### config.mk
export PLATFORM = sky130hd
export DESIGN_NAME = vrf_wb_requester
export DESIGN_NICKNAME = d
export VERILOG_FILES = /design/src/rtl/vrf_wb_requester.sv
export SDC_FILE = /design/constraint.sdc
export NUM_CORES = 1
export LEC_CHECK = 0
export CAP_MARGIN = 20
export CORE_ASPECT_RATIO = 1.4
export CORE_UTILIZATION = 45
export DETAILED_ROUTE_END_ITERATION = 16
export PLACE_DENSITY = 0.7
export SLEW_MARGIN = 20
export SYNTH_ARGS = -nofsm -noshare
export SYNTH_HDL_FRONTEND = slang
export SYNTH_SLANG_ARGS = --single-unit
### constraint.sdc
create_clock -name clk -period 2.47 [get_ports clk]
set_clock_uncertainty 0.05 [all_clocks]
set_input_delay 0.494 -clock clk [delete_from_list [all_inputs] [get_ports clk]]
set_output_delay 0.494 -clock clk [all_outputs]
set_load 0.02 [all_outputs]
### src/rtl/vrf_wb_requester.sv
// vrf_wb_requester: FIFO-buffered VRF writeback requester; ports clk/reset, push_* in, req/en/we/addr/ref_out/ack handshake, full/count/overflow/starved status
module vrf_wb_requester #(
  parameter int DEPTH        = 4,
  parameter int STARVE_LIMIT = 16,
  parameter int ADDR_W       = 5,
  parameter int REF_W        = 4
) (
  input  logic                     clk,
  input  logic                     reset,
  input  logic                     push_valid,
  input  logic                     push_we,
  input  logic [ADDR_W-1:0]        push_addr,
  input  logic [REF_W-1:0]         push_ref,
  output logic                     full,
  input  logic                     flush,
  output logic                     req,
  input  logic                     ack,
  output logic                     en,
  output logic                     we,
  output logic [ADDR_W-1:0]        addr,
  output logic [REF_W-1:0]         ref_out,
  output logic [$clog2(DEPTH):0]   count,
  output logic                     overflow,
  output logic                     starved
);
  localparam int PW = $clog2(DEPTH);
  localparam int CW = PW + 1;
  localparam int SW = $clog2(STARVE_LIMIT + 1);
  localparam int EW = 1 + ADDR_W + REF_W;
  logic [EW-1:0] mem_q [DEPTH];
  logic [PW-1:0] rd_ptr_q, rd_ptr_d, wr_ptr_q, wr_ptr_d;
  logic [CW-1:0] count_q, count_d;
  logic [SW-1:0] wait_q, wait_d;
  logic          overflow_q, overflow_d, starved_q, starved_d;
  logic          push, pop;
  logic [EW-1:0] head;
  assign full     = count_q == CW'(DEPTH);
  assign req      = count_q != '0;
  assign en       = req;
  assign head     = req ? mem_q[rd_ptr_q] : '0;
  assign {we, addr, ref_out} = head;
  assign count    = count_q;
  assign overflow = overflow_q;
  assign starved  = starved_q;
  // flush swallows both the same-cycle push and the same-cycle grant
  always_comb begin
    push       = push_valid && !full && !flush;
    pop        = req && ack && !flush;
    wr_ptr_d   = flush ? '0 : wr_ptr_q + PW'(push);
    rd_ptr_d   = flush ? '0 : rd_ptr_q + PW'(pop);
    count_d    = flush ? '0 : count_q + CW'(push) - CW'(pop);
    wait_d     = (flush || pop || !req) ? '0 :
                 (wait_q != SW'(STARVE_LIMIT)) ? wait_q + 1'b1 : wait_q;
    starved_d  = pop ? 1'b0 : (wait_d == SW'(STARVE_LIMIT)) ? 1'b1 : starved_q;
    overflow_d = overflow_q || (push_valid && full);
  end
  always_ff @(posedge clk) begin
    if (reset) begin
      rd_ptr_q   <= '0;
      wr_ptr_q   <= '0;
      count_q    <= '0;
      wait_q     <= '0;
      overflow_q <= 1'b0;
      starved_q  <= 1'b0;
    end else begin
      rd_ptr_q   <= rd_ptr_d;
      wr_ptr_q   <= wr_ptr_d;
      count_q    <= count_d;
      wait_q     <= wait_d;
      overflow_q <= overflow_d;
      starved_q  <= starved_d;
    end
  end
  always_ff @(posedge clk) begin
    if (!reset && push) mem_q[wr_ptr_q] <= {push_we, push_addr, push_ref};
  end
endmodule

==> impl_summary.log <==
[metrics] result of the run: finished clean
[metrics] io pins: 33
[metrics] number of failing hold endpoints at the final stage: 0
[metrics] share of cells above drive strength 1: 18.59%
[metrics] launching element of the worst setup path: rd_ptr_q[0]$_SDFF_PP0_
[metrics] synthesized area divided by synthesized cell count: 14.80 µm²
[metrics] Post-synth top flop: sky130_fd_sc_hd__edfxtp_1
[metrics] Worst Setup End Kind: primary output
[metrics] vias post-DR: 1372
[metrics] Cells on Worst Hold Path: 2
[metrics] min-delay worst type: flip-flop to flip-flop
[metrics] series of cell instances along the critical path: buf_12 > mux4_1 > and2_1 > dlygate4sd2_1
[metrics] pin count of the biggest net entering global routing: 18
[metrics] cell with the biggest individual delay on the critical path: sky130_fd_sc_hd__mux4_1
[metrics] max-slew violation count: 0
[metrics] part of the total power dissipated in sequential elements: 61.1%
[metrics] part of the total power dissipated in combinational logic: 7.1%
[metrics] total global routing overflow: 0
[metrics] final HPWL from detailed placement: 2.871 mm
[metrics] Tot GR Track Use: 16.51%
[metrics] hold slack: 0.4354 ns
[metrics] Switching Power: 0.0003427 W
[metrics] routability congestion estimate: 0.7360
[metrics] Least-Margin Pin Slew: 0.3110 ns
[metrics] number of cell instances on the worst register-to-register path: 10
[metrics] clock tree from TritonCTS: built
[metrics] number of max-cap violations: 0
[metrics] n_diodes: 0
[metrics] Worst IR Drop VDD: 0.3395 mV
[metrics] Die Footprint: 0.005459 mm²
[metrics] number of buffers created by CTS: 5
[metrics] Final min period: 2.390 ns
[metrics] fmax: 418.5 MHz
[metrics] number of synthesized register bits: 54
[metrics] startpoint of the worst register-to-register path: count[0]$_SDFF_PP0_
[metrics] DRC violation total after the first TritonRoute iteration: 44
[metrics] first-pass GRT wire length: 6.686 mm
[metrics] total routed wirelength: 3.991 mm
[metrics] data required time at the worst endpoint: 1.93 ns
[metrics] CP startpoint kind: flip-flop
[metrics] antenna violations before repair: 0
[metrics] worst-skew pair later-pin latency: 0.30 ns
[metrics] clock share of power: 31.8%
[metrics] proportion of synthesized flip-flops having asynchronous set or reset: 0%
[metrics] Max clock buf depth: 2
[metrics] cell-internal power: 0.001268 W
[metrics] total stage count of the critical path: 4
[metrics] Critical Path Max Stage Delay: 0.54 ns
[metrics] total negative slack: 0 ns
[metrics] number of DRC violations after detailed routing: 0
[metrics] detailed-routing iteration count for the pre-antenna-repair pass: 4
[metrics] cell area after synthesis: 0.002323 mm²
[metrics] final count of negative-setup-slack endpoints: 0
[metrics] routed wirelength normalized by instance count: 15.17 µm
[metrics] starting utilization of the core area: 47.25%
[metrics] Die Span Y: 87.02 µm
[metrics] Power Density: 562.2 mW/mm²
[metrics] clock tree sinks: 54
[metrics] static leakage power: 0.9864 nW
[metrics] Root Driver: sky130_fd_sc_hd__clkbuf_8
[metrics] CP bufs+invs: 2
[metrics] Relative slew margins: 79.07%
[metrics] nets in the synthesized netlist: 177
[metrics] count of flip-flops with a built-in enable after synthesis: 40
[metrics] Post-CTS Repair Setup Buffers: 0
[metrics] final worst-path cycle share: 96.75%
[metrics] Post-Synthesis Cells: 157
[metrics] sequential cell area fraction in the yosys report: 63.76%
[metrics] CTS clk-pin slew, worst paths: 0.10 ns
[metrics] biggest fanout along the worst timing path: 10
[metrics] average via count per standard cell: 5.217
[metrics] Post-layout nets: 218
[metrics] hold path startpoint: starved$_SDFFE_PP0N_
[metrics] H-tree lvl count: 2
[metrics] total of hold buffers inserted after clock tree synthesis: 0
[metrics] synthesis-to-finish area growth: 23.32%
[metrics] net switching fraction of the power: 21.28%
[metrics] vias in the first global route: 1399
[metrics] horizontal die dimension: 62.73 µm
[metrics] total number of yosys warnings: 0
[metrics] Port Buffer Count: 32
[metrics] # rows: 30
[metrics] worst path arrival time: 1.85 ns
[metrics] post-layout worst setup margin: 0.08030 ns
[metrics] Post-DRT Antenna Nets: 0
[metrics] Setup WS pre-CTS: 0.05240 ns
[metrics] core area: 0.004917 mm²
[metrics] Yosys cell types: 35
[metrics] unrepaired setup endpoints after global routing: false
[metrics] kind of cell adding the most delay to the critical path: multiplexers
[metrics] kind of critical path: flip-flop to primary output
## Yosys cell counts, types with 2 or more instances
library cell / number / area (µm²)
sky130_fd_sc_hd__edfxtp_1: 40 / 1201
sky130_fd_sc_hd__and2_1: 14 / 87.58
sky130_fd_sc_hd__dfxtp_1: 14 / 280.3
sky130_fd_sc_hd__nor2_1: 12 / 45.04
sky130_fd_sc_hd__inv_1: 9 / 33.78
sky130_fd_sc_hd__mux4_2: 8 / 180.2
sky130_fd_sc_hd__nand3_1: 6 / 30.03
sky130_fd_sc_hd__nor4_1: 5 / 31.28
sky130_fd_sc_hd__a21oi_1: 4 / 20.02
sky130_fd_sc_hd__ha_1: 4 / 50.05
sky130_fd_sc_hd__nand2_1: 4 / 15.01
sky130_fd_sc_hd__xnor2_1: 4 / 35.03
sky130_fd_sc_hd__xor2_1: 4 / 35.03
sky130_fd_sc_hd__buf_4: 3 / 22.52
sky130_fd_sc_hd__nand2b_1: 3 / 18.77
sky130_fd_sc_hd__buf_6: 2 / 22.52
sky130_fd_sc_hd__clkbuf_1: 2 / 7.510
sky130_fd_sc_hd__mux4_1: 2 / 52.55
## power groups by stage
stage               Combinational, W  Clock, W  Sequential, W
CTS                         0.000115  0.000533       0.000985
global route                0.000123  0.000560       0.000986
detailed placement          0.000119         0        0.00101
finish                      0.000114  0.000512       0.000985
floorplan                  0.0000526         0        0.00101
global placement            0.000116         0        0.00101
## through the flow
step | instance area (µm²) | utilization [%] | instances | total power, W
2_1_floorplan | 2323 | - | 157 | 0.001060
3_3_place_gp | 2779 | 56.51 | 255 | 0.001122
3_5_place_dp | 2779 | 56.51 | 255 | 0.001126
4_1_cts | 2869 | 58.35 | 263 | 0.001633
5_1_grt | 2865 | 58.27 | 263 | 0.001669
6_report | 2865 | 58.27 | 263 | 0.001611
## area by class of cell
| class | instances | area (µm²) |
|---|---|---|
| Multi-Input combinational cell | 86 | 772.0 |
| Sequential cell | 54 | 1485 |
| Inverter | 9 | 33.78 |
| Timing Repair Buffer | 42 | 395.4 |
| Tap cell | 64 | 80.08 |
| Clock inverter | 2 | 16.27 |
| Clock buffer | 6 | 82.58 |
| Fill cell | 411 | 2052 |
## worst reg2reg max path, cell delays in order, from the launching register on
cell and delay [ns]:
sky130_fd_sc_hd__dfxtp_1 0.37, sky130_fd_sc_hd__nor3_2 0.28, sky130_fd_sc_hd__inv_1 0.09, sky130_fd_sc_hd__nand2_1 0.12, sky130_fd_sc_hd__xnor2_1 0.13, sky130_fd_sc_hd__nor2_1 0.07
sky130_fd_sc_hd__ha_1 0.20, sky130_fd_sc_hd__fa_1 0.38, sky130_fd_sc_hd__xnor2_1 0.18, sky130_fd_sc_hd__xnor2_1 0.13, sky130_fd_sc_hd__nor2_1 0.05
## worst paths after layout
check | to | slack (ns)
setup / recovery | ref_out[0] | 0.08
setup reg to reg | count[2]$_SDFF_PP0_ | 0.32
hold / removal | starved$_SDFFE_PP0N_ | 0.44
hold reg to reg | starved$_SDFFE_PP0N_ | 0.44
## metal layers
metal | up-vias | wire length, µm | global-route usage [%]
met5 | - | 0 | 0
met3 | 8 | 137 | 3.534
li1 | 649 | - | -
met1 | 680 | 1656 | 18.83
met2 | 35 | 2104 | 29.55
met4 | 0 | 93 | 7.611
## cell usage in the layout, fill, tap and decap left out, types with 3 or more instances in the layout
cell type / count
sky130_fd_sc_hd__clkbuf_8: 6
sky130_fd_sc_hd__nand3_1: 6
sky130_fd_sc_hd__nand2_1: 4
sky130_fd_sc_hd__buf_4: 9
sky130_fd_sc_hd__ha_1: 4
sky130_fd_sc_hd__inv_1: 9
sky130_fd_sc_hd__dfxtp_1: 13
sky130_fd_sc_hd__clkdlybuf4s50_1: 22
sky130_fd_sc_hd__nor4_2: 4
sky130_fd_sc_hd__and2_1: 14
sky130_fd_sc_hd__nor2_1: 12
sky130_fd_sc_hd__xor2_1: 4
sky130_fd_sc_hd__mux4_2: 9
sky130_fd_sc_hd__nand2b_1: 3
sky130_fd_sc_hd__dlygate4sd2_1: 10
sky130_fd_sc_hd__a21oi_1: 4
sky130_fd_sc_hd__edfxtp_1: 40
sky130_fd_sc_hd__xnor2_1: 4
## state kept, by name, indices dropped and copies added, names as in the netlist
signal / flops
wait_q: 5
starved: 1
rd_ptr_q: 2
count: 3
mem_q: 40
overflow: 1
wr_ptr_q: 2
## cell families after synthesis
kind of cell,after synthesis,synth area share (%)
AO/OA/AOI/OAI,12,3.500
XOR/XNOR,8,3.015
adder cells (fa/ha/maj),5,3.016
buffers and inverters,17,3.931
flip-flops,54,63.76
multiplexers,10,10.02
AND/OR/NAND/NOR,51,12.76
## repair_timing
item / in CTS / in global routing
pin swaps: 0 / 0
gates cloned: 0 / 0
gates resized for setup: 12 / 1
endpoints found under the setup margin: 10 / 1
No activity file was read; power rests on OpenSTA's default activity.
